<file path="src/rtl/pong_datapath.sv">
`default_nettype none
// ============================================================================
// pong_datapath : paddle, ball and score datapath for a two-player Pong game.
// Revision      : 1.0
// ============================================================================
module pong_datapath #(
  parameter int PADDLE_SPEED = 4,
  parameter int BALL_DX      = 2,
  parameter int BALL_DY      = 1,
  parameter int POINT_FRAMES = 60,
  parameter int WIN_SCORE    = 9
) (
  input  logic       clk,
  input  logic       reset,
  input  logic       frame_tick,
  input  logic       start,
  input  logic       left_up,
  input  logic       left_down,
  input  logic       right_up,
  input  logic       right_down,
  output logic [9:0] leftPaddle,
  output logic [9:0] rightPaddle,
  output logic [9:0] ball_center_x,
  output logic [9:0] ball_center_y,
  output logic [3:0] left_score,
  output logic [3:0] right_score,
  output logic       game_over
);

  localparam logic [9:0] CENTER_X  = 10'd320;
  localparam logic [9:0] CENTER_Y  = 10'd220;
  localparam logic [9:0] PAD_HOME  = 10'd220;
  localparam logic [9:0] L_REBOUND = 10'd48;
  localparam logic [9:0] R_REBOUND = 10'd592;
  localparam logic [9:0] HIT_TOL   = 10'd29;

  // Limits already include paddle half-height / ball radius against the border.
  localparam logic signed [11:0] PAD_MIN = 12'sd46;
  localparam logic signed [11:0] PAD_MAX = 12'sd394;
  localparam logic signed [11:0] Y_MIN   = 12'sd25;
  localparam logic signed [11:0] Y_MAX   = 12'sd415;
  localparam logic signed [11:0] L_FACE  = 12'sd47;
  localparam logic signed [11:0] R_FACE  = 12'sd593;
  localparam logic signed [11:0] L_MISS  = 12'sd24;
  localparam logic signed [11:0] R_MISS  = 12'sd616;

  localparam logic signed [11:0] SPD = 12'(PADDLE_SPEED);
  localparam logic signed [11:0] DX  = 12'(BALL_DX);
  localparam logic signed [11:0] DY  = 12'(BALL_DY);

  localparam int               CNT_W    = (POINT_FRAMES > 1) ? $clog2(POINT_FRAMES) : 1;
  localparam logic [CNT_W-1:0] CNT_LAST = CNT_W'(POINT_FRAMES - 1);
  localparam logic [3:0]       WIN      = 4'(WIN_SCORE);

  typedef enum logic [1:0] {
    IDLE     = 2'd0,
    PLAY     = 2'd1,
    POINT    = 2'd2,
    GAMEOVER = 2'd3
  } state_t;

  state_t           state_q;
  logic [9:0]       lpad_q, rpad_q;
  logic [9:0]       bx_q, by_q;
  logic             dir_r_q, dir_d_q;
  logic [3:0]       lscore_q, rscore_q;
  logic [CNT_W-1:0] cnt_q;
  logic             over_q;

  logic [9:0]        lpad_d, rpad_d;
  logic [9:0]        bx_d, by_d;
  logic              dir_r_d, dir_d_d;
  logic signed [11:0] bx_s, cx, cy;
  logic              l_hit, r_hit, l_miss, r_miss;
  logic [3:0]        lscore_inc, rscore_inc;

  function automatic logic [9:0] paddle_step(input logic [9:0] pos, input logic up,
                                             input logic dn);
    logic signed [11:0] p;
    p = $signed({2'b00, pos});
    if (up && !dn) begin
      p = p - SPD;
    end else if (dn && !up) begin
      p = p + SPD;
    end
    if (p < PAD_MIN) begin
      p = PAD_MIN;
    end else if (p > PAD_MAX) begin
      p = PAD_MAX;
    end
    return 10'(p);
  endfunction

  function automatic logic near(input logic [9:0] a, input logic [9:0] b);
    return ((a > b) ? (a - b) : (b - a)) <= HIT_TOL;
  endfunction

  always_comb begin
    lpad_d = paddle_step(lpad_q, left_up, left_down);
    rpad_d = paddle_step(rpad_q, right_up, right_down);

    bx_s = $signed({2'b00, bx_q});
    cx   = bx_s + (dir_r_q ? DX : -DX);
    cy   = $signed({2'b00, by_q}) + (dir_d_q ? DY : -DY);

    by_d    = 10'(cy);
    dir_d_d = dir_d_q;
    if (cy < Y_MIN) begin
      by_d    = 10'(Y_MIN);
      dir_d_d = 1'b1;
    end else if (cy > Y_MAX) begin
      by_d    = 10'(Y_MAX);
      dir_d_d = 1'b0;
    end

    // Paddle tests use the ball row before this frame's vertical update.
    l_hit = !dir_r_q && (cx <= L_FACE) && (bx_s > L_FACE) && near(by_q, lpad_q);
    r_hit = dir_r_q && (cx >= R_FACE) && (bx_s < R_FACE) && near(by_q, rpad_q);

    bx_d    = 10'(cx);
    dir_r_d = dir_r_q;
    if (l_hit) begin
      bx_d    = L_REBOUND;
      dir_r_d = 1'b1;
    end else if (r_hit) begin
      bx_d    = R_REBOUND;
      dir_r_d = 1'b0;
    end

    l_miss     = !l_hit && (cx <= L_MISS);
    r_miss     = !r_hit && (cx >= R_MISS);
    lscore_inc = lscore_q + 4'd1;
    rscore_inc = rscore_q + 4'd1;
  end

  always_ff @(posedge clk) begin
    if (reset) begin
      state_q  <= IDLE;
      lpad_q   <= PAD_HOME;
      rpad_q   <= PAD_HOME;
      bx_q     <= CENTER_X;
      by_q     <= CENTER_Y;
      dir_r_q  <= 1'b1;
      dir_d_q  <= 1'b1;
      lscore_q <= '0;
      rscore_q <= '0;
      cnt_q    <= '0;
      over_q   <= 1'b0;
    end else begin
      case (state_q)
        IDLE: begin
          if (start) begin
            state_q <= PLAY;
            dir_r_q <= 1'b1;
            dir_d_q <= 1'b1;
          end else if (frame_tick) begin
            lpad_q <= lpad_d;
            rpad_q <= rpad_d;
          end
        end

        PLAY: begin
          if (frame_tick) begin
            lpad_q <= lpad_d;
            rpad_q <= rpad_d;
            if (l_miss || r_miss) begin
              bx_q    <= CENTER_X;
              by_q    <= CENTER_Y;
              cnt_q   <= '0;
              // Serve toward the scorer: a left miss is a right point.
              dir_r_q <= l_miss;
              if (l_miss) begin
                rscore_q <= rscore_inc;
              end else begin
                lscore_q <= lscore_inc;
              end
              if ((l_miss && rscore_inc == WIN) || (r_miss && lscore_inc == WIN)) begin
                state_q <= GAMEOVER;
                over_q  <= 1'b1;
              end else begin
                state_q <= POINT;
              end
            end else begin
              bx_q    <= bx_d;
              by_q    <= by_d;
              dir_r_q <= dir_r_d;
              dir_d_q <= dir_d_d;
            end
          end
        end

        POINT: begin
          if (frame_tick) begin
            lpad_q <= lpad_d;
            rpad_q <= rpad_d;
            if (cnt_q == CNT_LAST) begin
              cnt_q   <= '0;
              state_q <= PLAY;
            end else begin
              cnt_q <= cnt_q + 1'b1;
            end
          end
        end

        GAMEOVER: begin
          if (start) begin
            state_q  <= PLAY;
            lscore_q <= '0;
            rscore_q <= '0;
            bx_q     <= CENTER_X;
            by_q     <= CENTER_Y;
            lpad_q   <= PAD_HOME;
            rpad_q   <= PAD_HOME;
            dir_r_q  <= 1'b1;
            over_q   <= 1'b0;
          end
        end

        default: state_q <= IDLE;
      endcase
    end
  end

  assign leftPaddle    = lpad_q;
  assign rightPaddle   = rpad_q;
  assign ball_center_x = bx_q;
  assign ball_center_y = by_q;
  assign left_score    = lscore_q;
  assign right_score   = rscore_q;
  assign game_over     = over_q;

endmodule
`default_nettype wire

</file>
<file path="config.mk">
export PLATFORM = sky130hd
export DESIGN_NAME = pong_datapath
export DESIGN_NICKNAME = d
export VERILOG_FILES = /design/src/rtl/pong_datapath.sv
export SDC_FILE = /design/constraint.sdc
export NUM_CORES = 1
export LEC_CHECK = 0
export ABC_CLOCK_PERIOD_IN_PS = 5100
export CAP_MARGIN = 25
export CORE_MARGIN = 3
export CORE_UTILIZATION = 35
export DETAILED_ROUTE_END_ITERATION = 12
export GPL_TIMING_DRIVEN = 0
export PLACE_DENSITY_LB_ADDON = 0.08
export SKIP_LAST_GASP = 1
export SLEW_MARGIN = 20
export SYNTH_ARGS = -nofsm -noshare
export SYNTH_HDL_FRONTEND = slang
export SYNTH_SLANG_ARGS = --single-unit
</file>
<file path="constraint.sdc">
create_clock -name clk -period 5.1 [get_ports clk]
set_input_delay 1.53 -clock clk [delete_from_list [all_inputs] [get_ports clk]]
set_output_delay 1.53 -clock clk [all_outputs]
set_load 0.05 [all_outputs]
</file>
==> run_results.csv <==
group,metric,value,unit
run_status,status,"finished clean",
sta,tns,0,ns
yosys,yosys_warnings,0,
yosys,yosys_register_bits,56,
global_routing,track_usage,0.194,
min_path,min_path_type,"reg -> reg",
cells_and_area,diodes,0,
yosys,syn-mean-instance-area,7.70,um^2
sta,setup_slack,0.577,ns
clock_network,clk_path_buf_depth,2,
yosys,syn_inst,882,
cells_and_area,drive_gt1_frac,0.0805,
cells_and_area,area_delta_synth_final,15.4,%
floorplan,pin_count,57,
cells_and_area,fillers,2016,
cells_and_area,layout_commonest_cell,"ha_1",
sta,layout_worst_path_cycle_share,0.887,
global_routing,grt_max_degree,17,
global_routing,antenna_found_initial,0,
yosys,synth_edf_count,0,
clock_network,clock_sinks,56,
sta,max_freq,0.221,GHz
floorplan,die_y,145,um
sta,maxSlewHeadroom,0.447,
clock_network,ctsResizeCount,0,
placed_design,gp_congestion,0.887,
sta,fin_skew,0.00705,ns
clock_network,cts_tree,"yes",
routing,num_vias,6764,
routing,drc,0,
yosys,ys.flop_type,"dfxtp_1",
pwr,p_per_area,370,nW/um^2
sta,grt_setup_unrepaired,"false",
routing,drt_iter0_markers,398,
sta,setup_violations,0,
routing,drt.antenna.violating_nets,0,
cells_and_area,nets,1027,
cells_and_area,final_cell_mix,"ha_1 (69), a21oi_1 (68), nor2_1 (66), o21ai_0 (66), nand2_1 (59)",
sta,hold_viol,0,
routing,wl_per_cell,17.5,um
sta,worstMarginPinSlew,0.825,ns
critical_path,required,5.28,ns
clock_network,cts_made_buffers,5,
floorplan,die_x,145,um
global_routing,grt_overflow,0,
routing,vias_per_cell,5.62,
routing,wl,21100,um
global_routing,grt_pass1_wl,34300,um
placed_design,dp_slack,0.528,ns
clock_network,clock_latency,0.30,ns
floorplan,coreArea,18900,um^2
sta,fin_crit,4.52,ns
critical_path,end_kind,"flop",
clock_network,hold_buffers,0,
placed_design,portBuffers,52,
global_routing,first_global_vias,6198,
critical_path,critPathKind,"reg -> reg",
pwr,leakagePower,3.18,nW
pwr,ir_worst_vdd,0.181,mV
clock_network,cts.htree.levels,2,
job,cap_violations,0,
critical_path,arrival,4.71,ns
yosys,yosysSeqAreaShare,0.165,
clock_network,cts_root_buf,"clkbuf_16",
floorplan,fp-row-count,50,
yosys,ys_types,98,
routing,dr.pass1.iters,4,
clock_network,cts_setup_buffers,0,
yosys,async_reset_ff_frac,0,
floorplan,fp.dieArea,21100,um^2
cells_and_area,post-route-util,0.415,
floorplan,start_util,0.359,
sta,finalMaxSlewViolations,0,
yosys,netlist_area,6790,um^2
critical_path,critPathLaunchType,"flop",
placed_design,place_hpwl,16900,um
critical_path,critPathMaxFanout,9,
clock_network,clk_pin_slew,0.07,ns
cells in the mapped netlist, drive strengths merged, types with 9 or more instances:
cell type  instances  area share
inv               57       0.032
o21a              15       0.017
a211oi            19       0.023
o21ai             72       0.058
nand3             26       0.019
nor3              24       0.020
nor2b             18       0.017
or3                9      0.0085
nand4             14       0.014
xor2              10       0.013
clkbuf            16       0.012
nand2             59       0.033
a21o              13       0.015
mux2i             11       0.016
o211ai            16       0.018
and2               9      0.0083
xnor2             28       0.036
a21oi             68       0.050
nor2              67       0.037
buf               19       0.020
and3               9      0.0085
dfxtp             56        0.17
and4              10       0.013
nor4              11       0.011
ha                69        0.13
o31ai             10       0.015
a22oi              9       0.010
registers in the layout, indices dropped and copies added (netlist names):
name           cells
left_score         4
dir_d_q            1
rightPaddle        9
ball_center_x      9
game_over          1
ball_center_y     10
right_score        4
dir_r_q            1
cnt_q              6
state_q            2
leftPaddle         9
cell type report:
type | count | area (um^2) | share of cell area
Multi-Input combinational cell | 735 | 5240 | 0.668
Sequential cell | 56 | 1120 | 0.143
Timing Repair Buffer | 52 | 520 | 0.0665
Tap cell | 260 | 325 | 0.0415
Buffer | 36 | 226 | 0.0289
Inverter | 58 | 218 | 0.0278
Clock buffer | 5 | 125 | 0.0160
Clock inverter | 2 | 60.1 | 0.00767
layer usage:
metal	GRT usage	wire length, um	vias to the layer above
met5	0	0	-
met1	0.300	11100	3193
li1	-	-	3423
met2	0.301	9170	137
met3	0.0153	719	11
met4	0.0266	155	0
final timing paths:
path                                                      end                     startpoint  cells past startpoint  slack (ns)
worst max register to register  ball_center_y[3]$_SDFFE_PP1P_  ball_center_y[1]$_SDFFE_PP0P_                     13        0.58
worst max-delay path            ball_center_y[3]$_SDFFE_PP1P_  ball_center_y[1]$_SDFFE_PP0P_                     13        0.58
worst min-delay path                   game_over$_SDFFE_PP0P_         game_over$_SDFFE_PP0P_                      2        0.48
worst min register to register         game_over$_SDFFE_PP0P_         game_over$_SDFFE_PP0P_                      2        0.48
logic make-up (layout without fill, tap and decap cells):
family                   Yosys count  count (layout)  synth area share
flip-flops                        56              56             0.165
multiplexers                      12              12            0.0179
AND/OR/NAND/NOR                  292             292             0.231
adder cells (fa/ha/maj)           75              75             0.145
other                              2               5           0.00111
buffers and inverters             94             153            0.0654
AO/OA/AOI/OAI                    313             313             0.326
XOR/XNOR                          38              38            0.0490
where the power goes:
part / switching [W] / total [W] / internal, W
Combinational: 0.00115 / 0.00187 / 0.000725
Sequential: 0.000100 / 0.000588 / 0.000488
Clock: 0.000160 / 0.000439 / 0.000279
stage by stage:
step / power (W) / hold WS [ns] / instance area (um^2) / instances
after detailed placement: 0.00245 / 0.475 / 7650 / 1197
final: 0.00290 / 0.485 / 7830 / 1204
after floorplan: 0.00198 / 0.466 / 6800 / 885
after global routing: 0.00313 / 0.491 / 7830 / 1204
after global placement: 0.00246 / 0.468 / 7650 / 1197
after CTS: 0.00290 / 0.485 / 7830 / 1204
worst max-delay path: stages, from the launching register on:
cell and delay [ns]:
dfxtp_1 0.66, inv_1 0.22, fa_1 0.51, a21oi_1 0.18
o22ai_1 0.12, o41ai_1 0.56, nor3_1 0.09, or4_4 0.50
a211oi_2 0.28, and4_1 0.26, buf_6 0.15, o21ai_4 0.11
or4b_1 0.60, a2bb2oi_1 0.17
Note: power is estimated with default switching activity, not from simulation.
